### src/rtl/inst_fetch_unit_if.sv
// Fetch-unit bundle: ROM address/data port, decode delivery with stall, and redirect request.
// master = fetch unit side; slave = ROM/decode/branch side.
interface inst_fetch_unit_if;
   logic [29:0] imem_addr;
   logic [31:0] imem_inst;
   logic        stall;
   logic        redirect_valid;
   logic [31:0] redirect_pc;
   logic        if_valid;
   logic [31:0] if_inst;
   logic [31:0] if_pc;
   logic [31:0] fetch_count;

   modport master (
      output imem_addr, if_valid, if_inst, if_pc, fetch_count,
      input  imem_inst, stall, redirect_valid, redirect_pc
   );

   modport slave (
      input  imem_addr, if_valid, if_inst, if_pc, fetch_count,
      output imem_inst, stall, redirect_valid, redirect_pc
   );
endinterface

### src/rtl/inst_fetch_unit.sv
// Instruction fetch front end for a sync-read ROM: address presented in cycle t shows on if_* in t+1.
// stall holds the shown word (ROM re-reads it); redirects are delay-slot or squash per SQUASH_ON_REDIRECT.
module inst_fetch_unit #(
   parameter logic [31:0] RESET_PC           = 32'h0000_0000,
   parameter bit          SQUASH_ON_REDIRECT = 1'b0
) (
   input logic               clk,
   input logic               rst,
   inst_fetch_unit_if.master bus
);

   typedef enum logic {ST_BOOT, ST_RUN} state_t;

   localparam logic [29:0] RESET_WA = RESET_PC[31:2];

   state_t      r_st;
   logic [31:0] r_pc;
   logic        r_valid;
   logic        r_redir_pend;
   logic [29:0] r_redir_wa;
   logic [31:0] r_fetch_count;

   logic [29:0] w_nxt;
   logic        w_take_redir;
   logic        w_defer_redir;
   logic        w_take_pend;
   logic        w_squash;
   logic        w_if_valid;
   logic        w_unused_lsb;

   assign w_unused_lsb = &{1'b0, bus.redirect_pc[1:0]};

   assign w_squash   = SQUASH_ON_REDIRECT && bus.redirect_valid;
   assign w_if_valid = r_valid && !w_squash;

   // Next word address; first matching row wins.
   always_comb begin
      w_nxt         = r_pc[31:2] + 30'd1;
      w_take_redir  = 1'b0;
      w_defer_redir = 1'b0;
      w_take_pend   = 1'b0;
      if (rst || r_st == ST_BOOT) begin
         w_nxt = RESET_WA;
      end else if (bus.redirect_valid && (!bus.stall || SQUASH_ON_REDIRECT)) begin
         w_nxt        = bus.redirect_pc[31:2];
         w_take_redir = 1'b1;
      end else if (bus.redirect_valid) begin
         w_nxt         = r_pc[31:2];
         w_defer_redir = 1'b1;
      end else if (bus.stall) begin
         w_nxt = r_pc[31:2];
      end else if (r_redir_pend) begin
         w_nxt       = r_redir_wa;
         w_take_pend = 1'b1;
      end
   end

   always_ff @(posedge clk) begin
      if (rst) begin
         r_st          <= ST_BOOT;
         r_pc          <= RESET_PC;
         r_valid       <= 1'b0;
         r_redir_pend  <= 1'b0;
         r_redir_wa    <= 30'd0;
         r_fetch_count <= 32'd0;
      end else begin
         r_st    <= ST_RUN;
         r_pc    <= {w_nxt, 2'b00};
         r_valid <= 1'b1;
         if (w_take_redir || w_take_pend) begin
            r_redir_pend <= 1'b0;
         end else if (w_defer_redir) begin
            r_redir_pend <= 1'b1;
            r_redir_wa   <= bus.redirect_pc[31:2];
         end
         if (w_if_valid && !bus.stall) begin
            r_fetch_count <= r_fetch_count + 32'd1;
         end
      end
   end

   assign bus.imem_addr   = w_nxt;
   assign bus.if_valid    = !rst && w_if_valid;
   assign bus.if_inst     = bus.imem_inst;
   assign bus.if_pc       = rst ? RESET_PC : r_pc;
   assign bus.fetch_count = rst ? 32'd0 : r_fetch_count;

endmodule

### src/flat_wrapper.sv
// flat-port wrapper written by rule: the top's interface ports become plain ports
module inst_fetch_unit_flat 
#(
   parameter logic [31:0] RESET_PC           = 32'h0000_0000,
   parameter bit          SQUASH_ON_REDIRECT = 1'b0
)
  (clk, rst, bus_imem_addr, bus_if_valid, bus_if_inst, bus_if_pc, bus_fetch_count, bus_imem_inst, bus_stall, bus_redirect_valid, bus_redirect_pc);
  inst_fetch_unit_if bus_i ();
  input logic clk;
  input logic rst;
  output wire logic [$bits(bus_i.imem_addr)-1:0] bus_imem_addr;
  output wire logic [$bits(bus_i.if_valid)-1:0] bus_if_valid;
  output wire logic [$bits(bus_i.if_inst)-1:0] bus_if_inst;
  output wire logic [$bits(bus_i.if_pc)-1:0] bus_if_pc;
  output wire logic [$bits(bus_i.fetch_count)-1:0] bus_fetch_count;
  input wire logic [$bits(bus_i.imem_inst)-1:0] bus_imem_inst;
  input wire logic [$bits(bus_i.stall)-1:0] bus_stall;
  input wire logic [$bits(bus_i.redirect_valid)-1:0] bus_redirect_valid;
  input wire logic [$bits(bus_i.redirect_pc)-1:0] bus_redirect_pc;
  assign bus_imem_addr = bus_i.imem_addr;
  assign bus_if_valid = bus_i.if_valid;
  assign bus_if_inst = bus_i.if_inst;
  assign bus_if_pc = bus_i.if_pc;
  assign bus_fetch_count = bus_i.fetch_count;
  assign bus_i.imem_inst = bus_imem_inst;
  assign bus_i.stall = bus_stall;
  assign bus_i.redirect_valid = bus_redirect_valid;
  assign bus_i.redirect_pc = bus_redirect_pc;
  inst_fetch_unit #(.RESET_PC(RESET_PC), .SQUASH_ON_REDIRECT(SQUASH_ON_REDIRECT)) u_core (.clk(clk), .rst(rst), .bus(bus_i));
endmodule
### config.mk
export PLATFORM = sky130hd
export DESIGN_NAME = inst_fetch_unit_flat
export DESIGN_NICKNAME = d
export VERILOG_FILES = /design/src/rtl/inst_fetch_unit_if.sv /design/src/rtl/inst_fetch_unit.sv /design/src/flat_wrapper.sv
export SDC_FILE = /design/constraint.sdc
export NUM_CORES = 1
export LEC_CHECK = 0
export ABC_AREA = 1
export CORE_MARGIN = 4
export CORE_UTILIZATION = 30
export DETAILED_ROUTE_END_ITERATION = 8
export HOLD_SLACK_MARGIN = 0.15
export PLACE_DENSITY_LB_ADDON = 0.08
export SYNTH_ARGS = -nofsm -noshare
export SYNTH_HDL_FRONTEND = slang
export SYNTH_SLANG_ARGS = --single-unit
### constraint.sdc
create_clock -name clk -period 2.24 [get_ports clk]
set_input_delay 0.448 -clock clk [delete_from_list [all_inputs] [get_ports clk]]
set_output_delay 0.448 -clock clk [all_outputs]
set_load 0.01 [all_outputs]
# Word-level counts from Yosys, hierarchy flattened
# Index checks and enable logic that the tools add are counted.
# totals
reg_bits,96
output_inout_bits,127
# classes
n_addsub,2
n_mux,18
n_bitwise,2
reduce_logical,9
# op_table
op,count
two-way mux 30 bit,5
two-way mux 32 bit,2
"adder 32 x 1 -> 32 bit, second input constant",1
"adder 30 x 1 -> 30 bit, second input constant",1
two-way mux 1 bit,11
logical AND 1 bit,3
logical NOT 1 bit,2
logical OR 1 bit,2
inverter 1 bit,2
AND reduction 2 bit,1
OR reduction 2 bit,1

# Logic depth before layout (Yosys ltp)
# Gate-level depths: netlist (run 1).
# depth
depth_word,8
ltp_mapped,11
depth_no_buf,11

# Worst setup path before layout (run 1)
# No wires, ideal clock.
# synth_timing
path_type,input to output
start,input port rst
end,output port bus_imem_addr[1]
t_arrival_ns,1.495
t_required_ns,1.792
slack_ns,0.297
path_stages,5
cell_sequence,buf_2 > nor2_4 > clkbuf_1 > o21ai_0 > a311oi_1
# synth_between
elab_chain_len,2
# synth_lines
element,line,text
"start, declared",flat_wrapper.sv:10,input logic rst;
logical OR 1 bit,inst_fetch_unit.sv:42,if (rst || r_st == ST_BOOT) begin
two-way mux 30 bit,inst_fetch_unit.sv:42,
"end, declared",flat_wrapper.sv:11,output wire logic [$bits(bus_i.imem_addr)-1:0] bus_imem_addr;
# Every way passes these cells.

# Worst setup path in the final report (run 1)
# layout_timing
start,register u_core.r_pc[2]
end,output port bus_imem_addr[11]
# layout_between
elab_chain_len,6
# layout_lines
element,line,text
"start, declared",inst_fetch_unit.sv:17,logic [31:0] r_pc;
"start signal, assigned",inst_fetch_unit.sv:68,"r_pc <= {w_nxt, 2'b00};"
adder 30 x 1 -> 30 bit,inst_fetch_unit.sv:38,w_nxt = r_pc[31:2] + 30'd1;
two-way mux 30 bit,inst_fetch_unit.sv:52,end else if (r_redir_pend) begin
two-way mux 30 bit,inst_fetch_unit.sv:50,end else if (bus.stall) begin
two-way mux 30 bit,inst_fetch_unit.sv:47,end else if (bus.redirect_valid) begin
two-way mux 30 bit,inst_fetch_unit.sv:44,end else if (bus.redirect_valid && (!bus.stall || SQUASH_ON_REDIRECT)) begin
two-way mux 30 bit,inst_fetch_unit.sv:42,
# Every way passes these cells.

==> flow_metrics.py, run 1 <==
metrics = {
    "clock_tree": {
        "htree_levels": 3,
        "cts_buffer_depth": 2,
        "cts_tree": "built",
        "cts_hold_buf": 0,
        "clk_latency_ns": 0.35,
        "numCtsBuffers": 9,
        "clk_pin_slew_ns": 0.07,
        "root_buffer": "clkbuf_16",
        "clock_sinks": 94,
    },
    "placement": {
        "portBuffers": 126,
        "dpl-instance-area_um2": 8228,
        "dp_hpwl_mm": 17.22,
        "dp_cells": 1432,
        "gp_congestion": 0.8644,
    },
    "detailed_routing": {
        "dr.pass1.iters": 5,
        "ant_nets": 0,
        "via_per_inst": 4.710,
        "drc": 0,
        "drtIter0Drc": 364,
        "wl_mm": 23.03,
        "vias": 6938,
        "post_drt_wl_per_cell_um": 15.64,
    },
    "layout": {
        "drive_gt1_share_pct": 30.38,
        "nets": 1273,
        "fin_cells": 1473,
        "design_area_um2": 9379,
        "diodes": 0,
        "area_delta_synth_final_pct": 56.10,
    },
    "grt": {
        "grt_use_met3_pct": 4.664,
        "grt-busiest-layer": "met2",
        "grt_usage_pct": 20.60,
        "overflow": 0,
        "grt_pass1_wl_mm": 36.13,
        "use_met2_pct": 31.09,
        "grt_pass1_vias": 6698,
        "antenna_found_initial": 0,
        "grt_max_degree": 36,
        "use_met1_pct": 29.89,
    },
    "synthesis": {
        "ys_ff_latch": 94,
        "yosysUniqueCellTypes": 35,
        "synth-warning-count": 0,
        "synth.area.top_cells": "dfxtp_1, nor2_1, nand2_1, inv_1, a21oi_1",
        "muxShareOfSynthArea_pct": 0,
        "synth_adder_area_share_pct": 0.4165,
        "synth_top_family_by_area": "simple AND/OR/NAND/NOR gates",
        "synth_xor_xnor_area_share_pct": 1.166,
        "synth_area_um2": 6008,
        "ys_seq_area_share_pct": 31.32,
        "synthSimpleGateAreaFrac_pct": 37.07,
        "netlist.top_cell.by_area": "dfxtp_1",
        "synth_top_area_share_pct": 31.32,
        "syn_inst": 986,
        "avgSynthCellArea_um2": 6.094,
        "synth_compound_area_share_pct": 16.12,
    },
    "setup_path": {
        "worstSetupPathType": "reg2out",
        "crit_path_end_kind": "output port",
        "worstPathMaxFanout": 5,
        "cp.arrival_ns": 1.95,
        "worstPathRequired_ns": 1.79,
        "start_kind": "flip-flop",
    },
    "sta": {
        "hold_ws_ns": 0.4929,
        "final-hold-violation-count": 0,
        "setup_viol_count_final": 19,
        "finClkSkew_ns": 0.008785,
        "finalCritPeriodShare_pct": 107.2,
        "rsz0062_at_grt": "true",
        "final_max_slew_viol_count": 0,
        "timing.final.ws_setup_ns": -0.1610,
        "period_minus_slack_ns": 2.401,
        "fmax_mhz": 416.5,
    },
    "floorplan": {
        "dieArea_um2": 22360,
        "start_util_pct": 30.67,
        "fp-row-count": 51,
        "die_h_um": 149.5,
        "ioPinCount": 195,
        "dieWidth_um": 149.5,
        "coreArea_um2": 19590,
    },
    "power_and_ir_drop": {
        "ir_drop_uv": 363.0,
        "leakage_nw": 3.849,
        "power_density_nw_per_um2": 412.7,
    },
    "status": {
        "run_status": "finished with violations",
        "failed_checks": "setup timing",
    },
    "flow_run": {
        "drv_cap": 0,
    },
    "hold_path": {
        "hold_path.class": "reg2reg",
    },
}
[cells by family (layout without fill, tap and decap cells)]
group	Yosys count	in the layout
AOI/OAI and AO/OA	163	163
xor gates and xnor gates	8	8
adders and majority gates	2	2
buffers and inverters	183	404
DFF	94	94
other	1	2
and+or+nand+nor	535	535
[registers in the layout (all words and copies together), names as in the netlist]
register,count
u_core.r_redir_wa,30
u_core.r_pc,30
u_core.r_fetch_count,32
u_core.r_st,1
u_core.r_redir_pend,1
[cells in the mapped netlist]
cell type and instances:
conb_1 1, clkinv_1 2, nand3_4 1, nand4_1 7
a211oi_1 1, nand2_2 5, ha_1 2, nor2_2 6
inv_2 2, o221ai_1 28, o21a_1 1, xor2_1 8
nand3_1 48, buf_2 6, nor3_2 2, nand3b_1 1
clkbuf_8 1, inv_1 105, o211ai_1 3, o21ai_0 46
dfxtp_1 94, nor2_1 227, nand2_1 217, buf_1 6
nor2_4 6, clkbuf_1 27, buf_4 34, o21ai_1 4
nor4_1 2, a31oi_1 22, a311oi_1 2, nand4_4 1
nor3_1 11, a21oi_1 56, and3_1 1
[worst paths after layout]
| check | start | endpoint | slack, ns | depth (start not counted) |
|---|---|---|---|---|
| setup / recovery | u_core.r_pc[2] | bus_imem_addr[11] | -0.16 | 10 |
| hold / removal | u_core.r_fetch_count[1] | u_core.r_fetch_count[1] | 0.49 | 2 |
| setup reg to reg | u_core.r_pc[2] | u_core.r_pc[20] | 0.49 | 11 |
| hold reg to reg | u_core.r_fetch_count[1] | u_core.r_fetch_count[1] | 0.49 | 2 |
[through the flow]
stage                     util [%]  power [W]  setup TNS (ns)  setup slack (ns)
after floorplan                  -   0.002094               0            0.2971
after global placement       42.00   0.002378          -12.35           -0.4988
after detailed placement     42.00   0.002377          -12.94           -0.5085
after CTS                    45.88   0.003908          -3.243           -0.2227
after global routing         47.88   0.004040          -4.507           -0.2983
final                        47.88   0.003871          -1.899           -0.1610
[worst max-delay path, stage by stage (launching register included)]
cell,delay [ns]
dfxtp_2,0.36
buf_6,0.12
inv_4,0.04
nor2_4,0.20
inv_2,0.09
nor2_4,0.15
buf_6,0.11
xor2_1,0.12
nand2_1,0.11
a21oi_2,0.16
buf_2,0.14
[repair_timing]
action | 4_1_cts | 5_1_grt
buffers inserted | 11 | 17
cloned | 2 | 0
endpoints found under the setup margin | 30 | 31
pin swaps | 54 | 50
resized for setup | 260 | 101
[placed cells by master (no fill, tap or decap), drive strengths merged, types with 2 or more instances in the layout]
master / count
nor2: 239
nand2: 222
buf: 178
inv: 107
dfxtp: 94
clkdlybuf4s50: 92
a21oi: 56
o21ai: 50
nand3: 49
o221ai: 28
a31oi: 22
clkbuf: 15
nor3: 13
xor2: 8
nand4: 8
o211ai: 3
clkdlybuf4s15: 3
clkinv: 3
a311oi: 2
nor4: 2
conb: 2
clkinvlp: 2
dlymetal6s2s: 2
ha: 2
[metal layers]
metal | part of all wire [%] | vias to the layer above
li1 | - | 3591
met1 | 49 | 3153
met2 | 44 | 166
met3 | 5.6 | 28
met4 | 1.4 | 0
met5 | 0 | -
[area by class of cell]
class	count	area (um2)
multi-input cells	710	3900
clock buffers	13	250.2
flip-flops and latches	94	1932
repair buffers	279	2524
clock inverters	3	20.02
well taps	265	331.6
fillers	2059	10210
inverters	109	421.7
[where the power goes]
| group | internal, W | total [W] | switching, W |
|---|---|---|---|
| clock network | 0.000784 | 0.00147 | 0.000684 |
| registers | 0.00172 | 0.00176 | 0.0000450 |
| logic | 0.000299 | 0.000643 | 0.000343 |
| total | 0.00280 | 0.00387 | 0.00107 |
No activity file was read; power rests on OpenSTA's default activity.
==> inputs of run 2 (changes only) <==
==> constraint.sdc (replaced) <==
create_clock -name clk -period 2.2 [get_ports clk]
set_input_delay 0.22 -clock clk [delete_from_list [all_inputs] [get_ports clk]]
set_output_delay 0.22 -clock clk [all_outputs]
set_load 0.01 [all_outputs]
==> run 2 against run 1 <==
Effect of this change:
- setup slack gained 0.20 ns
- final area shrank 6.8%
- global-route usage shrank 0.66 points
- critical path depth grew 1
- critical endpoint is now bus_imem_addr[20]
- the run now ends clean
==> flow_metrics.py, run 2 (synthesized netlist as in run 1, its figures left out) <==
metrics = {
    "floorplan": {
        "ioPinCount": 195,
        "die_h_um": 149.5,
        "dieWidth_um": 149.5,
        "dieArea_um2": 22360,
        "coreArea_um2": 19590,
        "fp-row-count": 51,
        "start_util_pct": 30.67,
    },
    "detailed_routing": {
        "dr.pass1.iters": 5,
        "drc": 0,
        "post_drt_wl_per_cell_um": 15.46,
        "drtIter0Drc": 335,
        "wl_mm": 22.11,
        "via_per_inst": 4.741,
        "ant_nets": 0,
        "vias": 6780,
    },
    "setup_path": {
        "timing.rr.start": "u_core.r_fetch_count[0]",
        "start_kind": "flip-flop",
        "r2r_end": "u_core.r_fetch_count[20]",
        "worstPathRequired_ns": 1.98,
        "reg2reg_depth": 8,
        "cp.arrival_ns": 1.94,
        "r2r_slack_ns": 0.41,
        "crit_path_end_kind": "output port",
        "worstSetupPathType": "reg2out",
        "worstPathMaxFanout": 4,
    },
    "layout": {
        "area_delta_synth_final_pct": 45.50,
        "final_cell_mix": "nor2_1, nand2_1, buf_4",
        "final_core_util_pct": 44.63,
        "n_fill_cell": 2101,
        "diodes": 0,
        "nets": 1232,
        "reg_top3": "u_core.r_fetch_count (32), u_core.r_pc (30), u_core.r_redir_wa (30)",
        "mostFrequentLayoutCell": "nor2_1",
        "largest_reg_flops": 32,
        "drive_gt1_share_pct": 25.06,
        "top_register": "u_core.r_fetch_count",
    },
    "sta": {
        "setup_viol_count_final": 0,
        "finalCritPeriodShare_pct": 98.18,
        "rsz0062_at_grt": "true",
        "final-hold-violation-count": 0,
        "hold_ws_ns": 0.4136,
        "period_minus_slack_ns": 2.160,
        "finClkSkew_ns": 0.005200,
        "tightest_slew_ns": 0.5296,
        "fmax_mhz": 463.0,
        "final_max_slew_viol_count": 0,
        "max_slew_margin_pct": 64.69,
    },
    "grt": {
        "grt_pass1_wl_mm": 35.31,
        "antenna_found_initial": 0,
        "grt_max_degree": 81,
        "grt_pass1_vias": 6692,
        "grt_usage_pct": 19.94,
        "overflow": 0,
    },
    "placement": {
        "portBuffers": 126,
        "dp_hpwl_mm": 16.51,
        "gp_congestion": 0.8957,
    },
    "power_and_ir_drop": {
        "p_switching_w": 0.001059,
        "leakage_nw": 3.413,
        "power_density_nw_per_um2": 449.5,
        "p_sw_share_pct": 26.96,
        "p_comb_share_pct": 15.0,
        "power_frac_seq_pct": 45.5,
        "ir_drop_uv": 364.2,
        "p_int_w": 0.002870,
        "clkPwrFrac_pct": 39.5,
    },
    "hold_path": {
        "min_from": "rst",
        "min_path_cells": 3,
        "hold_path_end": "u_core.r_fetch_count[13]",
        "hold_path.class": "in2reg",
    },
    "clock_tree": {
        "htree_levels": 3,
        "cts_tree": "built",
        "cts_buffer_depth": 2,
        "clk_pin_slew_ns": 0.07,
        "clk_latency_ns": 0.35,
        "root_buffer": "clkbuf_16",
        "clock_sinks": 94,
        "cts_hold_buf": 0,
        "numCtsBuffers": 9,
    },
    "flow_run": {
        "drv_cap": 0,
    },
    "status": {
        "run_status": "finished clean",
    },
}
==> run 2: cell count changes in the layout (fill, tap and decap cells not counted), sizes merged, moves of 2 or more <==
cell,previous run,this run
buf,178,132
clkdlybuf4s50,92,95
dlygate4sd2,1,4
clkdlybuf4s15,3,1
clkinv,3,5
==> run 2: worst max path at each step <==
stage | start | to | slack (ns) | depth (start not counted)
finish | u_core.r_pc[3] | bus_imem_addr[20] | 0.04 | 11
global route | u_core.r_pc[2] | bus_imem_addr[13] | -0.09 | 10
CTS | u_core.r_pc[3] | bus_imem_addr[18] | -0.06 | 9
detailed placement | u_core.r_pc[2] | bus_imem_addr[20] | -0.33 | 11
global placement | u_core.r_pc[2] | bus_imem_addr[20] | -0.33 | 11
floorplan | u_core.r_pc[2] | bus_imem_addr[20] | 0.50 | 9
==> run 2: critical path, cell delays in order (launching register included) <==
cell and delay (ns):
dfxtp_4 0.36, ha_4 0.15, nand2_4 0.05, nor2_4 0.16
nand2_4 0.10, nor2_4 0.15, buf_6 0.13, nand3_4 0.05
nand2_2 0.06, nand3_2 0.08, a21oi_2 0.13, buf_2 0.14
==> run 2: area by class of cell <==
| type | instances | area (um2) | area share, % |
|---|---|---|---|
| multi-input cells | 710 | 3709 | 42.42 |
| repair buffers | 238 | 2082 | 23.82 |
| flip-flops and latches | 94 | 1923 | 22.00 |
| inverters | 109 | 419.2 | 4.795 |
| well taps | 265 | 331.6 | 3.793 |
| clock buffers | 9 | 225.2 | 2.576 |
| clock inverters | 5 | 52.55 | 0.6011 |
==> run 2: power groups by stage <==
stage | sequential (W) | clock (W) | combinational, W
detailed placement | 0.00182 | 0 | 0.000576
floorplan | 0.00182 | 0 | 0.000314
global placement | 0.00182 | 0 | 0.000578
global route | 0.00179 | 0.00167 | 0.000646
finish | 0.00179 | 0.00155 | 0.000589
CTS | 0.00179 | 0.00161 | 0.000576
==> run 2: per-layer routing <==
layer | share of wire [%] | track usage [%] | wire length, um | up-vias
met5 | 0 | 0 | 0 | -
met4 | 0.92 | 3.524 | 204 | 0
met1 | 51 | 28.59 | 11240 | 3120
met2 | 44 | 31.40 | 9625 | 143
li1 | - | - | - | 3498
met3 | 4.7 | 4.028 | 1033 | 19
==> run 2: metrics by stage <==
step	TNS, ns	instance area (um2)	instances	power, W	worst slack (ns)
5_1_grt	-0.4520	8742	1430	0.004107	-0.08996
3_3_place_gp	-2.761	8000	1405	0.002400	-0.3319
2_1_floorplan	0	6012	987	0.002132	0.4998
6_report	0	8742	1430	0.003929	0.04011
4_1_cts	-0.1243	8431	1426	0.003977	-0.05759
3_5_place_dp	-2.460	8000	1405	0.002398	-0.3278
==> run 2: timing repair <==
item	in CTS	in global routing
cloned	0	0
pin swaps	22	48
endpoints found under the setup margin	30	25
gates resized for setup	148	115
buffers inserted	7	5
